--- config.mk ---
export PLATFORM = sky130hd
export DESIGN_NAME = sw_mux_scanner
export DESIGN_NICKNAME = d
export VERILOG_FILES = /design/src/rtl/sw_mux_pkg.sv /design/src/rtl/sw_debounce.sv /design/src/rtl/sw_mux_scanner.sv
export SDC_FILE = /design/constraint.sdc
export NUM_CORES = 1
export LEC_CHECK = 0
export BUFFER_PORTS_ARGS = -buffer_cell sky130_fd_sc_hd__buf_4
export CAP_MARGIN = 0
export CORE_AREA = 2 2 53 65
export CTS_CLUSTER_SIZE = 24
export DETAILED_ROUTE_END_ITERATION = 7
export DIE_AREA = 0 0 55 67
export HOLD_SLACK_MARGIN = 0.05
export PLACE_DENSITY = 0.64
export SYNTH_ARGS = -nofsm -noshare
export SYNTH_HDL_FRONTEND = slang
export SYNTH_SLANG_ARGS = --single-unit
--- constraint.sdc ---
create_clock -name clock -period 2.34 [get_ports clock]
set_input_delay 0.351 -clock clock [delete_from_list [all_inputs] [get_ports clock]]
set_output_delay 0.351 -clock clock [all_outputs]
set_load 0.05 [all_outputs]
--- src/rtl/sw_mux_pkg.sv ---
// ============================================================================
// Module      : sw_mux_pkg
// Description : Shared types and helpers for the switch/LED channel scanner.
//               Holds the selector FSM state encoding, the io_mode encodings
//               and the round-robin next-channel helper.
// Ports       : none (package)
// Options     : none
// Revision    : 1.0 - initial release
// ============================================================================
`default_nettype none

package sw_mux_pkg;

  // Selector FSM states. Freeze outranks mode when the next state is decoded.
  typedef enum logic [1:0] {
    MANUAL = 2'd0,
    SCAN   = 2'd1,
    HOLD   = 2'd2
  } state_t;

  // io_mode encodings
  localparam logic MODE_MANUAL = 1'b0;
  localparam logic MODE_SCAN   = 1'b1;

  // Round-robin successor of channel cur among ch channels (ch-1 wraps to 0).
  function automatic int unsigned next_chan(input int unsigned cur,
                                            input int unsigned ch);
    return (cur == ch - 32'd1) ? 32'd0 : cur + 32'd1;
  endfunction

endpackage

`default_nettype wire

--- src/rtl/sw_debounce.sv ---
// ============================================================================
// Module      : sw_debounce
// Description : Single registered bus debouncer. A candidate register follows
//               the input; any change reloads it and clears the stability
//               counter. Once the candidate has been held for CYC consecutive
//               sampled cycles it is copied to the output.
// Ports       : clock  in  1      system clock
//               reset  in  1      asynchronous active-high reset
//               din    in  WIDTH  raw bus
//               dout   out WIDTH  debounced bus (registered)
// Options     : instantiated by sw_mux_scanner only with SW_MUX_DEBOUNCE_EN
// Revision    : 1.0 - initial release
// ============================================================================
`default_nettype none

module sw_debounce #(
  parameter int WIDTH = 1,
  parameter int CYC   = 16
) (
  input  logic             clock,
  input  logic             reset,
  input  logic [WIDTH-1:0] din,
  output logic [WIDTH-1:0] dout
);

  localparam int               CNT_W  = (CYC > 2) ? $clog2(CYC) : 1;
  localparam logic [CNT_W-1:0] c_last = CNT_W'(CYC - 1);

  logic [WIDTH-1:0] r_cand;
  logic [CNT_W-1:0] r_cnt;
  logic [WIDTH-1:0] r_out;

  // The adopt test looks only at the counter, not at the current input: a
  // value sampled on CYC consecutive edges is accepted even if the input
  // moves away on the very edge where the count completes.
  always_ff @(posedge clock or posedge reset) begin
    if (reset) begin
      r_cand <= '0;
      r_cnt  <= '0;
      r_out  <= '0;
    end else begin
      if (r_cnt == c_last) begin
        r_out <= r_cand;
      end
      if (din != r_cand) begin
        r_cand <= din;
        r_cnt  <= '0;
      end else if (r_cnt != c_last) begin
        r_cnt <= r_cnt + CNT_W'(1);
      end
    end
  end

  assign dout = r_out;

endmodule

`default_nettype wire

--- src/rtl/sw_mux_scanner.sv ---
// ============================================================================
// Module      : sw_mux_scanner
// Description : N-channel, W-bit registered channel selector for switch banks
//               driving LEDs. Manual select or round-robin auto-scan with a
//               fixed dwell; freeze holds the displayed channel and data.
// Ports       : clock        in  1      system clock
//               reset        in  1      asynchronous active-high reset
//               io_in        in  CH*W   packed channels, ch k = io_in[k*W +: W]
//               io_select    in  SEL_W  manual channel select
//               io_mode      in  1      0 = manual, 1 = auto-scan
//               io_freeze    in  1      1 = hold io_out / io_cur_sel
//               io_out       out W      registered selected channel data
//               io_cur_sel   out SEL_W  channel currently driving io_out
//               io_switched  out 1      one-cycle pulse after a channel change
// Options     : SW_MUX_DEBOUNCE_EN - debounce io_select over DB_CYC cycles
//               (default: io_select passes through a single register stage)
// Revision    : 1.0 - initial release
// ============================================================================
`default_nettype none

module sw_mux_scanner
  import sw_mux_pkg::*;
#(
  parameter  int CH     = 4,
  parameter  int W      = 2,
  parameter  int DWELL  = 1000,
  parameter  int DB_CYC = 16,
  localparam int SEL_W  = $clog2(CH)
) (
  input  logic            clock,
  input  logic            reset,
  input  logic [CH*W-1:0] io_in,
  input  logic [SEL_W-1:0] io_select,
  input  logic            io_mode,
  input  logic            io_freeze,
  output logic [W-1:0]    io_out,
  output logic [SEL_W-1:0] io_cur_sel,
  output logic            io_switched
);

  localparam int               CNT_W  = (DWELL > 1) ? $clog2(DWELL) : 1;
  localparam logic [CNT_W-1:0] c_last = CNT_W'(DWELL - 1);

  if (CH < 2 || W < 1 || DWELL < 1 || DB_CYC < 2) begin : g_param_check
    $error("sw_mux_scanner: illegal parameter combination");
  end

  state_t           r_state, w_state_nxt;
  logic [CNT_W-1:0] r_dwell, w_dwell_nxt;
  logic [SEL_W-1:0] r_cur_sel, w_sel_nxt;
  logic [SEL_W-1:0] r_prev_sel;
  logic [W-1:0]     r_out, w_out_nxt;
  logic             r_switched, w_switched_nxt;
  logic [SEL_W-1:0] w_sel_eff;
  logic [W-1:0]     w_chan;
  logic             w_sel_ok;

  // ---- effective manual select ---------------------------------------------
`ifdef SW_MUX_DEBOUNCE_EN
  sw_debounce #(
    .WIDTH (SEL_W),
    .CYC   (DB_CYC)
  ) u_debounce (
    .clock (clock),
    .reset (reset),
    .din   (io_select),
    .dout  (w_sel_eff)
  );
`else
  logic [SEL_W-1:0] r_sel;

  always_ff @(posedge clock or posedge reset) begin
    if (reset) r_sel <= '0;
    else       r_sel <= io_select;
  end

  assign w_sel_eff = r_sel;
`endif

  // One extra bit keeps the range test meaningful when CH is a power of two.
  assign w_sel_ok = ({1'b0, w_sel_eff} < (SEL_W + 1)'(CH));

  // Packed-input slice mux
  assign w_chan = io_in[32'(r_cur_sel) * W +: W];

  // ---- FSM state register --------------------------------------------------
  always_ff @(posedge clock or posedge reset) begin
    if (reset) r_state <= MANUAL;
    else       r_state <= w_state_nxt;
  end

  // ---- next state / datapath decode ----------------------------------------
  // Actions follow the freshly decoded state, so freeze and mode take effect
  // on the same edge that samples them.
  always_comb begin
    w_state_nxt    = MANUAL;
    w_dwell_nxt    = r_dwell;
    w_sel_nxt      = r_cur_sel;
    w_out_nxt      = r_out;
    w_switched_nxt = 1'b0;

    if (io_freeze)                   w_state_nxt = HOLD;
    else if (io_mode == MODE_SCAN)   w_state_nxt = SCAN;
    else                             w_state_nxt = MANUAL;

    case (w_state_nxt)
      MANUAL: begin
        w_dwell_nxt = '0;
        if (w_sel_ok) w_sel_nxt = w_sel_eff;
        w_out_nxt = w_chan;
      end
      SCAN: begin
        // Entry (from MANUAL or HOLD) restarts a full dwell on the current
        // channel; a partial dwell is never carried across a mode change.
        if (r_state != SCAN) begin
          w_dwell_nxt = '0;
        end else if (r_dwell == c_last) begin
          w_dwell_nxt = '0;
          w_sel_nxt   = SEL_W'(next_chan(32'(r_cur_sel), CH));
        end else begin
          w_dwell_nxt = r_dwell + CNT_W'(1);
        end
        w_out_nxt = w_chan;
      end
      default: begin
        // HOLD: everything stays put
      end
    endcase

    // r_prev_sel lags r_cur_sel by one edge, so the pulse lands together
    // with the first io_out sample of the new channel.
    w_switched_nxt = (w_state_nxt != HOLD) && (r_prev_sel != r_cur_sel);
  end

  // ---- datapath registers --------------------------------------------------
  always_ff @(posedge clock or posedge reset) begin
    if (reset) begin
      r_dwell    <= '0;
      r_cur_sel  <= '0;
      r_prev_sel <= '0;
      r_out      <= '0;
      r_switched <= 1'b0;
    end else begin
      r_dwell    <= w_dwell_nxt;
      r_cur_sel  <= w_sel_nxt;
      r_prev_sel <= r_cur_sel;
      r_out      <= w_out_nxt;
      r_switched <= w_switched_nxt;
    end
  end

  assign io_out      = r_out;
  assign io_cur_sel  = r_cur_sel;
  assign io_switched = r_switched;

endmodule

`default_nettype wire

==> run metrics <==
run status finished, final reports clean; Layout area overhead 19.13%; final weighted congestion in routability-driven placement 0.7234; setup repair after global routing missed its margin no; initial core utilization between 30% and 40%; worst path required time between 2 and 3 ns; number of inserted filler cells in the final layout slightly above 300; power per cell area about 680 nW/um2; routed length per instance about 13 um; total wire length after detailed routing about 1900 um; startpoint kind of the worst setup timing path flip-flop; clock tree from TritonCTS built; row count 22; worst clock skew around 0.0016 ns; total power about 0.84 mW; Worst VDD drop just over 0.4 mV; height of the die roughly 67 um; most common cell after layout, fill and taps aside sky130_fd_sc_hd__dfrtp_1; min cycle time layout roughly 1.5 ns; hold buffers post-CTS 0; clock latency on the worst-skew pair about 0.30 ns; commonest cells after routing, fill and taps aside 21 x sky130_fd_sc_hd__dfrtp_1, 18 x sky130_fd_sc_hd__buf_4, 10 x sky130_fd_sc_hd__nand2_1, 10 x sky130_fd_sc_hd__nor2_1, 6 x sky130_fd_sc_hd__xnor2_1; Congestion Overflow GR 0; Vias 752; Critical Path Slowest Stage Cell sky130_fd_sc_hd__dfrtp_1; largest cells by area after synthesis sky130_fd_sc_hd__dfrtp_1 51%, sky130_fd_sc_hd__xnor2_1 5.1%, sky130_fd_sc_hd__mux4_2 4.4%; actual transition at the worst max-transition pin 0.7831 ns; number of nets in the finished design approximately 130; Crit Path Class reg2reg; drt first-iter violations 17; Final HPWL DP about 1400 um; placed cell count 144; maximum root-to-sink buffer count 2; number of iterations in the first detailed-routing pass 4; Synth area leader sky130_fd_sc_hd__dfrtp_1; max-slew headroom at the worst pin a little under half; Worst setup EP type flip-flop; number of setup buffers added after CTS 0; number of remaining DRC errors 0; top achievable clock speed ~0.66 GHz; number of distinct library cells after synthesis 35; CP Cell Sequence ha_1 > mux2_4 > mux2_1; total of warnings raised by yosys 0; gr usage total between 10% and 20%; post-synthesis sequential area ratio around 50%; fraction of post-synthesis cell area in the top cell type by area roughly half; number of buffers added by the clock tree synthesis step 3; number of hold violations in the final report 0; netlist area before placement between 1000 and 1500 um2; Critical Path Fanout Max 8; area of the core 3028 um2; final sum of negative setup slack 0 ns; average vias per placed instance 5.081; net count of the mapped netlist around 110; leakage approximately 0.54 nW; delay of the slowest cell on the worst path about 0.51 ns; die boundary width approximately 55 um; worst hold slack ~0.14 ns; mean area per synthesized cell approximately 11 um2; Period Utilization, post-route 64.57%; flops & latches, synth 21; final cell count without fillers around 150; largest net degree at the start of global routing 22; count of input and output buffers 18; Die Footprint about 3700 um2; post-synthesis cell count roughly 90; clock sink count 21; max_cap viols 0; Arr. time, crit path 1.71 ns; num ports 19; fraction of final layout cells with drive strength greater than 1 around 27%; clock-pin slew reported for the worst setup and hold paths after clock tree synthesis between 0.1 and 0.15 ns; number of routed nets with antenna violations 0; antenna cells 0; type of the most critical hold path in2reg; total of endpoints with negative setup slack in the final report 0; Clk Tree Root Cell sky130_fd_sc_hd__clkbuf_4; maximum level of the CTS H-tree 1; number of resized instances in the post-cts repair step 0; antenna violations before repair 0; Max Transition Viols Final 0; via count of the first global-routing pass 783; first-pass GRT wire length 3346 um
[logic make-up (layout without fill, tap and decap cells)]
logic type | after synthesis | in the layout | share of synthesized area, %
DFF | 21 | 21 | 50.85
xor gates and xnor gates | 7 | 7 | 5.932
buffers and inverters | 5 | 25 | 1.936
muxes | 8 | 8 | 11.26
AOI/OAI and AO/OA | 11 | 11 | 7.506
and+or+nand+nor | 38 | 38 | 20.10
adders and majority gates | 2 | 2 | 2.421
[cell usage after synthesis, drive strengths merged]
library cell  instances
nor4                  2
nand2b                2
buf                   2
nand4b                1
a21oi                 2
mux2                  6
nor3                  2
o41a                  1
a31oi                 2
xor2                  1
inv                   3
dfrtp                21
and2                  1
nand3                 4
and3                  1
nand4bb               1
nor2                 10
or2                   1
o31ai                 1
a22o                  1
nand3b                1
mux4                  2
o21ai                 3
or3                   1
ha                    2
and4bb                1
xnor2                 6
nand2                10
o22ai                 1
[critical path, delay by kind of cell (launching register included)]
family | cells | cell delay [ns]
fa+ha+maj | 1 | 0.34
mux | 2 | 0.55
flops | 1 | 0.51
[state kept, by name (all words and copies together) (netlist names)]
signal,count
io_cur_sel,2
r_state,2
r_sel,2
r_prev_sel,2
io_switched,1
r_dwell,10
io_out,2
[routing by layer]
metal	global-route usage, %	up-vias	wire (um)
li1	-	366	-
met1	16.81	372	860
met2	19.49	9	938
met3	2.915	5	56
met4	4.573	0	34
met5	0	-	0
[worst paths after layout]
check                      cells after the start                        end  slack, ns                 startpoint
max                                            3  io_cur_sel[1]$_DFFE_PP0P_       0.83  io_cur_sel[0]$_DFFE_PP0P_
min                                            1         r_sel[0]$_DFF_PP0_       0.14               io_select[0]
max reg2reg                                    3  io_cur_sel[1]$_DFFE_PP0P_       0.83  io_cur_sel[0]$_DFFE_PP0P_
min reg2reg                                    1      io_out[0]$_DFFE_PP0P_       0.54      io_out[0]$_DFFE_PP0P_
max in group asynchronous                      2     r_dwell[1]$_DFFE_PP0P_       1.67                      reset
min in group asynchronous                      2      io_out[0]$_DFFE_PP0P_       0.18                      reset
[through the flow]
stage	utilization [%]	instance area (um2)	worst slack, ns
final	40.66	1231	0.8291
after global placement	39.79	1205	0.8381
after global routing	40.66	1231	0.6882
after floorplan	-	1033	0.6008
after detailed placement	39.79	1205	0.8184
after CTS	40.66	1231	0.8182
[area by class of cell]
type                            instances  area [um2]  share of cell area [%]
Clock buffer                            4       26.28                   2.134
Inverter                                3       11.26                  0.9146
Multi-Input combinational cell         66       488.0                   39.63
Sequential cell                        21       525.5                   42.68
Tap cell                               36       45.04                   3.659
Timing Repair Buffer                   18       135.1                   10.98
[power by group]
group,switching (mW),internal (mW)
Sequential,0.0348,0.399
Combinational,0.135,0.0987
Clock,0.108,0.0665
Power figures use the tool's default switching activity.
